<file path="config.mk">
export PLATFORM = sky130hd
export DESIGN_NAME = color_entry
export DESIGN_NICKNAME = d
export VERILOG_FILES = /design/src/rtl/color_entry_pkg.sv /design/src/rtl/entry_timeout.sv /design/src/rtl/color_entry.sv
export SDC_FILE = /design/constraint.sdc
export NUM_CORES = 1
export LEC_CHECK = 0
export CAP_MARGIN = 10
export CORE_MARGIN = 4
export CORE_UTILIZATION = 40
export DETAILED_ROUTE_END_ITERATION = 12
export HOLD_SLACK_MARGIN = 0.03
export PLACE_DENSITY = 0.62
export SLEW_MARGIN = 10
export SYNTH_ARGS = -nofsm -noshare
export SYNTH_HDL_FRONTEND = slang
export SYNTH_SLANG_ARGS = --single-unit
</file>
<file path="constraint.sdc">
create_clock -name clk -period 5.2 [get_ports clk]
set_input_delay 1.56 -clock clk [delete_from_list [all_inputs] [get_ports clk]]
set_output_delay 1.56 -clock clk [all_outputs]
set_load 0.005 [all_outputs]
</file>
<file path="src/rtl/color_entry_pkg.sv">
// color_entry_pkg: shared state, key and setpoint encodings for the keypad entry sequencer.
package color_entry_pkg;
   localparam logic [1:0] SEL_R = 2'd0, SEL_G = 2'd1, SEL_B = 2'd2, SEL_DONE = 2'd3;
   typedef enum logic [1:0] {S_R = SEL_R, S_G = SEL_G, S_B = SEL_B, S_DONE = SEL_DONE} state_t;
   localparam logic [3:0] KEY_OK = 4'hA, KEY_CLR = 4'hC;
   localparam logic [4:0] VAL_UNSET = 5'd16;
endpackage

</file>
<file path="src/rtl/entry_timeout.sv">
// entry_timeout: idle counter; expire pulses when armed and un-kicked for TIMEOUT_CYC cycles.
module entry_timeout #(
   parameter int TIMEOUT_CYC = 50_000_000
) (
   input  logic clk,
   input  logic rst,
   input  logic kick,
   input  logic arm,
   output logic expire
);
   localparam int W = TIMEOUT_CYC > 2 ? $clog2(TIMEOUT_CYC) : 1;
   logic [W-1:0] cnt;
   assign expire = arm && !kick && cnt == W'(TIMEOUT_CYC - 1);
   always_ff @(posedge clk) begin
      if (rst || kick || !arm || expire) cnt <= '0;
      else cnt <= cnt + 1'b1;
   end
endmodule

</file>
<file path="src/rtl/color_entry.sv">
// color_entry: keypad R/G/B setpoint sequencer feeding the dispense timer.
// Optional idle abort enabled by defining ENTRY_TIMEOUT_EN.
module color_entry
   import color_entry_pkg::*;
#(
   parameter int VAL_MAX     = 15,
   parameter int TIMEOUT_CYC = 50_000_000
) (
   input  logic       clk,
   input  logic       rst,
   input  logic       key_valid,
   input  logic [3:0] key_code,
   output logic [4:0] R,
   output logic [4:0] G,
   output logic [4:0] B,
   output logic       enter,
   output logic [1:0] sel,
   output logic       err
);
   state_t state, state_n;
   logic [4:0] acc, acc_n, r_pend, r_pend_n, g_pend, g_pend_n;
   logic [1:0] ndig, ndig_n;
   logic [7:0] sum;
   logic err_n, commit, clear, expire, enter_pend;
   assign sel = state;
   assign sum = 8'(acc) * 8'd10 + 8'(key_code);
`ifdef ENTRY_TIMEOUT_EN
   entry_timeout #(.TIMEOUT_CYC(TIMEOUT_CYC)) u_timeout (
      .clk(clk), .rst(rst), .kick(key_valid),
      .arm(state != S_DONE && (ndig != 2'd0 || state != S_R)),
      .expire(expire)
   );
`else
   assign expire = TIMEOUT_CYC < 0;
`endif
   assign clear = expire || (key_valid && key_code == KEY_CLR);
   always_comb begin
      state_n  = state;
      acc_n    = acc;
      ndig_n   = ndig;
      r_pend_n = r_pend;
      g_pend_n = g_pend;
      commit   = 1'b0;
      err_n    = 1'b0;
      if (clear) begin
         state_n  = S_R;
         acc_n    = '0;
         ndig_n   = '0;
         r_pend_n = '0;
         g_pend_n = '0;
         err_n    = expire;
      end else if (key_valid && state != S_DONE) begin
         if (key_code <= 4'd9) begin
            if (ndig == 2'd0) begin
               acc_n  = 5'(key_code);
               ndig_n = 2'd1;
            end else if (ndig == 2'd1) begin
               acc_n  = int'(sum) <= VAL_MAX ? sum[4:0] : 5'd0;
               ndig_n = int'(sum) <= VAL_MAX ? 2'd2 : 2'd0;
               err_n  = int'(sum) > VAL_MAX;
            end else err_n = 1'b1;
         end else if (key_code == KEY_OK) begin
            if (ndig == 2'd0) err_n = 1'b1;
            else begin
               acc_n    = '0;
               ndig_n   = '0;
               r_pend_n = state == S_R ? acc : r_pend;
               g_pend_n = state == S_G ? acc : g_pend;
               commit   = state == S_B;
               state_n  = state == S_R ? S_G : state == S_G ? S_B : S_DONE;
            end
         end else err_n = 1'b1;
      end
   end
   // enter is delayed one extra cycle so R/G/B are stable a full cycle before start
   always_ff @(posedge clk) begin
      if (rst) begin
         state      <= S_R;
         acc        <= '0;
         ndig       <= '0;
         r_pend     <= '0;
         g_pend     <= '0;
         R          <= VAL_UNSET;
         G          <= VAL_UNSET;
         B          <= VAL_UNSET;
         err        <= 1'b0;
         enter      <= 1'b0;
         enter_pend <= 1'b0;
      end else begin
         state      <= state_n;
         acc        <= acc_n;
         ndig       <= ndig_n;
         r_pend     <= r_pend_n;
         g_pend     <= g_pend_n;
         err        <= err_n;
         enter_pend <= commit;
         enter      <= enter_pend && !clear;
         if (clear) begin
            R <= VAL_UNSET;
            G <= VAL_UNSET;
            B <= VAL_UNSET;
         end else if (commit) begin
            R <= r_pend;
            G <= g_pend;
            B <= acc;
         end
      end
   end
endmodule
</file>
==> impl_metrics.csv <==
group,metric,value,unit
hold_path,min_path_type,"reg2reg",
sta,max_freq,282,MHz
worst_setup_path,max_stage_delay,510,ps
clocking,cts_sinks,37,
route,wl_per_cell,14.0,um
final_layout,antenna_cells,0,
clocking,hold_buffers,0,
clocking,cts_made_buffers,5,
clocking,post_cts_buffers,0,
global_route,grt_pass1_wl,6.16,mm
route,drtIter0Drc,69,
sta,grt_setup_unrepaired,"no",
global_route,antenna_found_initial,0,
worst_setup_path,cp_cell_sequence,"clkdlybuf4s50_1 -> ha_1 -> and3_1 -> or3_1 -> a221oi_1 -> o21ba_2 -> a21o_1",
clocking,clock_tree.buffer_depth,2,
place,routabilityCongestion,0.934,
sta,maxSlewViolCount,0,
global_route,grt_max_degree,33,
floorplan,ios,26,
synthesis,synth_nets,212,
route,firstDrtPassIters,4,
clocking,clk-insertion-delay-late,280,ps
power,irDropWorstVdd,0.171,mV
floorplan,rows,23,
worst_setup_path,end_kind,"flip-flop",
floorplan,start_util,42.1,%
final_layout,multi_input_area,922,um2
global_route,grt_pass1_vias,1392,
global_route,grt.total_usage,15.1,%
worst_setup_path,setup.worst_path.class,"in2reg",
synthesis,syn_area,0.00172,mm2
clocking,htreeDepth,2,
worst_setup_path,critPathLaunchType,"input port",
global_route,gr-total-overflow,0,
sta,setup_tns,0,ps
flow_run,drv_cap,0,
power,power_density,263,mW/mm2
route,dr_wl_met3,209,um
sta,finalHoldViolations,0,
place,dp_slack,1380,ps
worst_setup_path,cp_data_arrival_time,3730,ps
power,design_power_total,552,uW
route,dr_wl_met2,1.78,mm
floorplan,die_w,73.6,um
final_layout,drive_gt1_share,5.91,%
sta,slew_headroom,62.7,%
sta,finalCriticalPeriod,3540,ps
route,top_layer,"met4",
place,hpwl,2.77,mm
clocking,cts_root_buffer,"clkbuf_8",
synthesis,syn_area_per_cell,8.87,um2
place,portBuffers,25,
synthesis,synth_area_leaders,"dfxtp_1 (43%), nand2_1 (8.1%), ha_1 (6.5%)",
sta,setup_viol,0,
worst_setup_path,critPathSlowestCell,"clkdlybuf4s50_1",
synthesis,yosys.area.top_type,"dfxtp_1",
route,wl_met1,1.71,mm
final_layout,fill_cells,390,
sta,fin_crit_sh,68.1,%
clocking,cts_tree,"done",
worst_setup_path,required,5380,ps
floorplan,core,0.00409,mm2
synthesis,yosys.area.top_type_share,43.0,%
clocking,cts_resized,0,
route,vias,1444,
power,p_leak,0.891,nW
final_layout,seq_area,741,um2
final_layout,area_growth,21.7,%
synthesis,synth_cell_type_count,41,
sta,tightestPinTransition,560,ps
sta,skew,3.12,ps
floorplan,die-area,0.00542,mm2
sta,final.setup.worst_slack,1660,ps
clocking,clkTransAtPathRegs,70,ps
worst_setup_path,path_max_fanout,5,
route,drt-total-wl,3.77,mm
synthesis,yosys_warnings,0,
floorplan,die_h,73.6,um
run_status,outcome,"finished clean",
route,ant_nets,0,
route,drc,0,
synthesis,synth.ff_latch_count,37,
synthesis,syn_inst,194,
synthesis,ys_seq_area_share,43.0,%
final_layout,nets,238,
route,viasPerCell,5.35,
[logic make-up after synthesis]
kind of cell | share of synthesized area, %
AOI/OAI and AO/OA | 15.8
xor gates and xnor gates | 1.53
adders and majority gates | 8.87
buffers and inverters | 3.42
DFF | 43.0
muxes | 5.81
and+or+nand+nor | 21.5
[routing by layer]
layer | track usage [%] | up-vias
met3 | 5.20 | 9
met1 | 17.8 | 666
met4 | 7.65 | 0
li1 | - | 728
met5 | 0 | -
met2 | 24.0 | 41
[report_power, final]
group / leakage [nW] / internal, mW / switching, mW
clock network: 0.0443 / 0.105 / 0.0926
registers: 0.299 / 0.287 / 0.00632
logic: 0.548 / 0.0274 / 0.0337
[path summary, 6_finish.rpt]
kind                                   from     to  slack (ps)  depth (start not counted)
worst max-delay path            key_code[3]    err        1660                          7
worst min-delay path             enter_pend  enter         430                          1
worst max register to register       acc[0]    err        2710                          7
worst min register to register   enter_pend  enter         430                          1
[through the flow]
step,area (um2),utilization [%],cells,hold WS [ps]
6_report,2100,51.3,270,426
3_5_place_dp,2010,49.2,263,414
5_1_grt,2100,51.3,270,448
2_1_floorplan,1720,-,194,406
4_1_cts,2100,51.3,270,430
3_3_place_gp,2010,49.2,263,411
[cells in the mapped netlist]
library cell and n:
dfxtp_1 37, nand2_1 37, a21oi_1 19, nor2_1 19, mux2i_1 10, ha_1 9, clkbuf_1 5, inv_1 5
nand3_1 5, a21o_1 4, and3_1 4, a22oi_1 3, o22ai_1 3, buf_2 2, fa_1 2, nor3_1 2
o21ai_1 2, or3_1 2, xor2_1 2, a211oi_2 1, a21boi_4 1, a21oi_2 1, a221oi_1 1, a32oi_1 1
and2_1 1, and4bb_1 1, buf_6 1, nand2b_1 1, nand4b_1 1, nand4bb_1 1, nor2b_1 1, nor4_2 1
o2111ai_1 1, o211ai_1 1, o21a_1 1, o21ai_0 1, o21ba_2 1, or2_1 1, or4_1 1, or4b_1 1
xnor2_1 1
[layout make-up]
type | count | share of cell area (%)
multi-input combinational | 144 | 44.0
clock buffer | 7 | 4.12
tap | 50 | 2.99
inverter | 5 | 0.896
sequential | 37 | 35.3
timing repair buffer | 27 | 12.7
[critical path: cells and delay by family]
family / cells / cell delay [ps]
AO/OA/AOI/OAI: 3 / 650
AND/OR/NAND/NOR: 2 / 590
buffers and inverters: 1 / 510
adder cells (fa/ha/maj): 1 / 410
[placed cells by master, fill, tap and decap left out, types with 2 or more instances in the layout]
master and instances:
a21o_1 4, a21oi_1 19, a22oi_1 3, and3_1 4, buf_4 2, clkbuf_8 6, clkdlybuf4s50_1 25, dfxtp_1 37
fa_1 2, ha_1 9, inv_1 5, mux2i_1 10, nand2_1 37, nand3_1 5, nor2_1 19, nor3_1 2
o21ai_1 2, o22ai_1 3, or3_1 2, xor2_1 2
[sequential cells by signal, summed over array words and instances, names as in the netlist]
register / cells
ndig: 2
enter_pend: 1
r_pend: 5
acc: 5
sel: 2
g_pend: 5
R: 5
G: 5
B: 5
enter: 1
err: 1
(Power assumes the default switching activity.)
